$ cat src/rtl/uart_word_assembler_if.sv
// Byte-in / word-out bundle between uart_rx, uart_word_assembler and debug_unit.
//   i_rx_done/i_rx_data : received-byte strobe and byte
//   i_flush             : discard any partial word
//   o_data/o_data_ready : assembled word and its 1-cycle "new" pulse
//   o_busy/o_timeout    : partial word pending / partial word dropped on timeout
// Modports: slave = assembler side, master = producer/consumer (or bench) side.
interface uart_word_assembler_if #(
  parameter int NB_DATA = 32,
  parameter int NB_BYTE = 8
);
  logic               i_rx_done;
  logic [NB_BYTE-1:0] i_rx_data;
  logic               i_flush;
  logic [NB_DATA-1:0] o_data;
  logic               o_data_ready;
  logic               o_busy;
  logic               o_timeout;

  modport slave (
    input  i_rx_done, i_rx_data, i_flush,
    output o_data, o_data_ready, o_busy, o_timeout
  );

  modport master (
    output i_rx_done, i_rx_data, i_flush,
    input  o_data, o_data_ready, o_busy, o_timeout
  );
endinterface

$ cat src/rtl/uart_word_assembler.sv
// Packs the uart_rx byte stream MSB-first into NB_DATA-bit words for debug_unit.
// Ports:
//   i_clk   : system clock, rising edge
//   i_reset : asynchronous active-low reset
//   bus     : uart_word_assembler_if.slave (byte strobe in, word/pulse/status out)
// Optional feature macro RX_TIMEOUT_EN: drop a partial word after TIMEOUT_CYCLES
// idle clocks in COLLECT and pulse o_timeout. Undefined: no timer, o_timeout=0.
module uart_word_assembler #(
  parameter int NB_DATA        = 32,
  parameter int NB_BYTE        = 8,
  parameter int TIMEOUT_CYCLES = 1_000_000
) (
  input logic                    i_clk,
  input logic                    i_reset,
  uart_word_assembler_if.slave   bus
);
  localparam int NB    = NB_DATA / NB_BYTE;
  localparam int CNT_W = $clog2(NB);
  localparam logic [CNT_W-1:0] LAST = CNT_W'(NB - 1);

  if ((NB_DATA % NB_BYTE) != 0 || NB_DATA < 2 * NB_BYTE || TIMEOUT_CYCLES < 2) begin : g_param_check
    $error("uart_word_assembler: illegal NB_DATA/NB_BYTE/TIMEOUT_CYCLES");
  end

  typedef enum logic [1:0] {IDLE, COLLECT, DONE} state_t;

  state_t             state, state_nxt;
  logic [CNT_W-1:0]   cnt;
  logic [NB_DATA-1:0] shift;
  logic [NB_DATA-1:0] word;
  logic               accept;
  logic               last_byte;
  logic               expire;

  // Flush beats a coincident strobe: that byte is dropped.
  assign accept    = bus.i_rx_done && !bus.i_flush;
  assign last_byte = accept && (cnt == LAST);

`ifdef RX_TIMEOUT_EN
  localparam int TW = $clog2(TIMEOUT_CYCLES);
  logic [TW-1:0] timer;
  logic          timeout_q;

  // A strobe on the expiry cycle rescues the word; flush also suppresses it.
  assign expire = (state == COLLECT) && !bus.i_rx_done && !bus.i_flush &&
                  (timer == TW'(TIMEOUT_CYCLES - 1));

  always_ff @(posedge i_clk or negedge i_reset) begin
    if (!i_reset) begin
      timer     <= '0;
      timeout_q <= 1'b0;
    end else begin
      timeout_q <= expire;
      if (state != COLLECT || bus.i_rx_done || bus.i_flush || expire)
        timer <= '0;
      else
        timer <= timer + 1'b1;
    end
  end

  assign bus.o_timeout = timeout_q;
`else
  assign expire        = 1'b0;
  assign bus.o_timeout = 1'b0;
`endif

  // FSM: state register
  always_ff @(posedge i_clk or negedge i_reset) begin
    if (!i_reset) state <= IDLE;
    else          state <= state_nxt;
  end

  // FSM: next state. Every state accepts a byte the same way, so DONE can
  // take byte 0 of the next word without losing it.
  always_comb begin
    state_nxt = state;
    if (bus.i_flush || expire)
      state_nxt = IDLE;
    else if (accept)
      state_nxt = last_byte ? DONE : COLLECT;
    else if (state == DONE)
      state_nxt = IDLE;
  end

  // FSM: outputs, decoded from the state register
  always_comb begin
    bus.o_data_ready = (state == DONE);
    bus.o_busy       = (state == COLLECT);
  end

  // Datapath: shift register, byte count, output word
  always_ff @(posedge i_clk or negedge i_reset) begin
    if (!i_reset) begin
      cnt   <= '0;
      shift <= '0;
      word  <= '0;
    end else if (bus.i_flush) begin
      cnt <= '0;
    end else if (expire) begin
      cnt   <= '0;
      shift <= '0;
    end else if (accept) begin
      shift <= {shift[NB_DATA-NB_BYTE-1:0], bus.i_rx_data};
      cnt   <= last_byte ? '0 : cnt + 1'b1;
      // o_data only ever sees complete words
      if (last_byte) word <= {shift[NB_DATA-NB_BYTE-1:0], bus.i_rx_data};
    end
  end

  assign bus.o_data = word;
endmodule
$ cat src/flat_wrapper.sv
// flat-port wrapper written by rule: the top's interface ports become plain ports
module uart_word_assembler_flat 
#(
  parameter int NB_DATA        = 32,
  parameter int NB_BYTE        = 8,
  parameter int TIMEOUT_CYCLES = 1_000_000
)
  (i_clk, i_reset, bus_i_rx_done, bus_i_rx_data, bus_i_flush, bus_o_data, bus_o_data_ready, bus_o_busy, bus_o_timeout);
  uart_word_assembler_if #(.NB_DATA(NB_DATA), .NB_BYTE(NB_BYTE)) bus_i ();
  input logic i_clk;
  input logic i_reset;
  input wire logic [$bits(bus_i.i_rx_done)-1:0] bus_i_rx_done;
  input wire logic [$bits(bus_i.i_rx_data)-1:0] bus_i_rx_data;
  input wire logic [$bits(bus_i.i_flush)-1:0] bus_i_flush;
  output wire logic [$bits(bus_i.o_data)-1:0] bus_o_data;
  output wire logic [$bits(bus_i.o_data_ready)-1:0] bus_o_data_ready;
  output wire logic [$bits(bus_i.o_busy)-1:0] bus_o_busy;
  output wire logic [$bits(bus_i.o_timeout)-1:0] bus_o_timeout;
  assign bus_i.i_rx_done = bus_i_rx_done;
  assign bus_i.i_rx_data = bus_i_rx_data;
  assign bus_i.i_flush = bus_i_flush;
  assign bus_o_data = bus_i.o_data;
  assign bus_o_data_ready = bus_i.o_data_ready;
  assign bus_o_busy = bus_i.o_busy;
  assign bus_o_timeout = bus_i.o_timeout;
  uart_word_assembler #(.NB_DATA(NB_DATA), .NB_BYTE(NB_BYTE), .TIMEOUT_CYCLES(TIMEOUT_CYCLES)) u_core (.i_clk(i_clk), .i_reset(i_reset), .bus(bus_i));
endmodule
$ cat config.mk
export PLATFORM = sky130hd
export DESIGN_NAME = uart_word_assembler_flat
export DESIGN_NICKNAME = d
export VERILOG_FILES = /design/src/rtl/uart_word_assembler_if.sv /design/src/rtl/uart_word_assembler.sv /design/src/flat_wrapper.sv
export SDC_FILE = /design/constraint.sdc
export NUM_CORES = 1
export LEC_CHECK = 0
export BUFFER_PORTS_ARGS = -buffer_cell sky130_fd_sc_hd__buf_2
export CAP_MARGIN = 10
export CORE_AREA = 2 2 71 73
export DETAILED_ROUTE_END_ITERATION = 7
export DIE_AREA = 0 0 73 75
export PLACE_DENSITY = 0.72
export SETUP_SLACK_MARGIN = 0.15
export SYNTH_ARGS = -nofsm -noshare
export SYNTH_HDL_FRONTEND = slang
export SYNTH_SLANG_ARGS = --single-unit
$ cat constraint.sdc
create_clock -name i_clk -period 1.7 [get_ports i_clk]
set_input_delay 0.085 -clock i_clk [delete_from_list [all_inputs] [get_ports i_clk]]
set_output_delay 0.085 -clock i_clk [all_outputs]
set_load 0.02 [all_outputs]
==> impl_metrics.env <==
export IMPL_status="completed"
export IMPL_hold_viol=0
export IMPL_ys_types=19
export IMPL_final_cells=256
export IMPL_grt_first_pass_wirelength_um=6310
export IMPL_rsz0062_at_grt="true"
export IMPL_multi_input_area_um2=842
export IMPL_finalPower_mw=4.00
export IMPL_cap_violations=0
export IMPL_antenna_found_initial=0
export IMPL_fmax_mhz=679
export IMPL_clock_sinks=60
export IMPL_worstHoldPathType="input port to flop"
export IMPL_end_kind="flop"
export IMPL_syn2layout_area_growth_pct=21.7
export IMPL_required_ns=1.91
export IMPL_critPathMaxFanout=16
export IMPL_fin_worst_skew_ns=0.00788
export IMPL_avgSynthCellArea_um2=17.5
export IMPL_clk_latency_ns=0.33
export IMPL_grt_max_degree=33
export IMPL_r2r_setup_slack_ns=0.23
export IMPL_yosysWarnings=0
export IMPL_track_usage_pct=15.9
export IMPL_cts_tree="built"
export IMPL_finalNetCount=212
export IMPL_cts_inserted_buffers=9
export IMPL_seq_area_frac_synth_pct=61.9
export IMPL_wl_per_cell_um=15.5
export IMPL_num_vias=1327
export IMPL_peakVddDrop_mv=0.749
export IMPL_die_w_um=73
export IMPL_critical_path_buf_inv_count=0
export IMPL_clock_root_buffer="clkbuf_8"
export IMPL_synth_seq_cells=60
export IMPL_clk_pin_slew_worst_paths_ns=0.06
export IMPL_drt_total_wl_um=3980
export IMPL_portBuffers=45
export IMPL_startpoint_type="flop"
export IMPL_die_h_um=75
export IMPL_setup_ws_ns=0.228
export IMPL_synth_nets=152
export IMPL_worstSetupPathType="flop to flop"
export IMPL_tns_ns=0
export IMPL_slew_viol_final=0
export IMPL_critical_path_slowest_cell="mux2_1"
export IMPL_fillers=357
export IMPL_cts_buffer_depth=2
export IMPL_ant_nets=0
export IMPL_slowest_delay_ns=0.38
export IMPL_drive_gt1_share_pct=58.4
export IMPL_core_area_mm2=0.00466
export IMPL_cp_cell_sequence="ha_1, nand3b_4, mux2_1"
export IMPL_firstDrtPassIters=4
export IMPL_place_inst=233
export IMPL_layout_area_seq_mm2=0.00150
export IMPL_worst_ep_arrival_time_ns=1.68
export IMPL_p_per_area_mw_per_mm2=1360
export IMPL_post_route_period_util_pct=86.6
export IMPL_pre_cts_ws_ns=0.128
export IMPL_worst_hold_slack_ns=0.0200
export IMPL_htreeDepth=3
export IMPL_setup_viol=0
export IMPL_syn_inst=139
export IMPL_drt_iter0_markers=25
export IMPL_leakage_nw=1.58
export IMPL_drc_errors=0
export IMPL_die_area_mm2=0.00548
export IMPL_first_global_vias=1336
export IMPL_cp_top_family="multiplexers"
export IMPL_gp_congestion=0.736
export IMPL_antenna_cells=0
export IMPL_initial_utilization_pct=52.1
export IMPL_synthesis_area_mm2=0.00243
export IMPL_post_dp_hpwl_um=2630
export IMPL_min_period_ns=1.47
export IMPL_grt_overflow=0
export IMPL_row_count=25
export IMPL_viasPerCell=5.18
export IMPL_pin_count=47
per-stage QoR:
step | area (um2) | util (%)
floorplan | 2430 | -
global placement | 2660 | 57.2
detailed placement | 2660 | 57.2
CTS | 2930 | 63.0
global route | 2950 | 63.4
finish | 2950 | 63.4
power by group:
group	internal, mW	switching (mW)
Clock	0.738	0.493
Combinational	0.448	0.414
Sequential	1.74	0.174
per-layer routing:
layer	global-route usage [%]	part of all wire, %	routed length [um]
met1	20.3	45	1800
met2	23.3	48	1910
met3	6.83	4.8	190
met4	8.02	2.0	78
met5	0	0	0
final timing paths:
check                                                   from                                end  cells after the start
hold / removal                              bus_i_rx_data[5]        u_core.shift[5]$_DFFE_PN0P_                      2
hold reg to reg            u_core.bus.o_data[14]$_DFFE_PN0P_  u_core.bus.o_data[14]$_DFFE_PN0P_                      1
max in group asynchronous                            i_reset        u_core.shift[3]$_DFFE_PN0P_                      3
min in group asynchronous                            i_reset       u_core.shift[22]$_DFFE_PN0P_                      2
setup reg to reg                   u_core.cnt[0]$_DFFE_PN0P_  u_core.bus.o_data[13]$_DFFE_PN0P_                      3
setup / recovery                   u_core.cnt[0]$_DFFE_PN0P_  u_core.bus.o_data[13]$_DFFE_PN0P_                      3
layout by cell type (no fill, tap or decap), types with 2 or more instances in the layout:
master	count
clkbuf_8	11
buf_2	45
mux2_4	20
nor2_1	3
nand3b_4	2
mux2_1	2
nor2b_1	2
mux2_2	34
dlygate4sd3_1	8
dfrtp_1	60
buf_12	2
worst register-to-register path, delay by kind of cell, from the launching register on:
kind          cells  cell delay, ns
mux               1            0.39
flops             1            0.37
simple gates      1            0.27
fa+ha+maj         1            0.32
logic make-up (layout without fill, tap and decap cells):
group / after synthesis / after routing / share of synthesized area (%)
simple gates: 10 / 11 / 3.14
fa+ha+maj: 1 / 1 / 0.515
other cells: 1 / 1 / 0.154
flops: 60 / 60 / 61.9
xor+xnor: 1 / 1 / 0.361
compound gates: 1 / 1 / 0.206
mux: 57 / 57 / 29.5
buf+inv: 8 / 70 / 4.28
sequential cells by signal, summed over array words and instances (netlist names):
| name | cells |
|---|---|
| u_core.cnt | 2 |
| u_core.shift | 24 |
| u_core.bus.o_data | 32 |
| u_core.state | 2 |
timing repair:
action / CTS / global route
cloned: 0 / 1
hold endpoints to repair: 29 / 0
setup buffers: 0 / 0
gates resized for setup: 0 / 1
hold buffers: 8 / 0
endpoints found under the setup margin: 16 / 32
cells in the mapped netlist:
master | count | area (um2)
mux2i_1 | 1 | 10.0
mux2_4 | 20 | 300
nor3b_1 | 1 | 7.51
nor2b_1 | 2 | 12.5
buf_12 | 2 | 40.0
nand2_1 | 1 | 3.75
a21oi_1 | 1 | 5.00
buf_4 | 1 | 7.51
nor2_1 | 3 | 11.3
conb_1 | 1 | 3.75
ha_1 | 1 | 12.5
nor2b_4 | 1 | 13.8
mux2_1 | 2 | 22.5
mux2_2 | 34 | 383
nand3b_4 | 1 | 20.0
xnor2_1 | 1 | 8.76
nand3b_1 | 1 | 7.51
buf_6 | 5 | 56.3
dfrtp_1 | 60 | 1500
layout make-up:
class	count	share of cell area (%)
flip-flops and latches	60	50.8
well taps	54	2.29
clock inverters	2	1.19
repair buffers	56	11.9
multi-input cells	72	28.5
clock buffers	12	5.25
No activity file was read; power rests on OpenSTA's default activity.
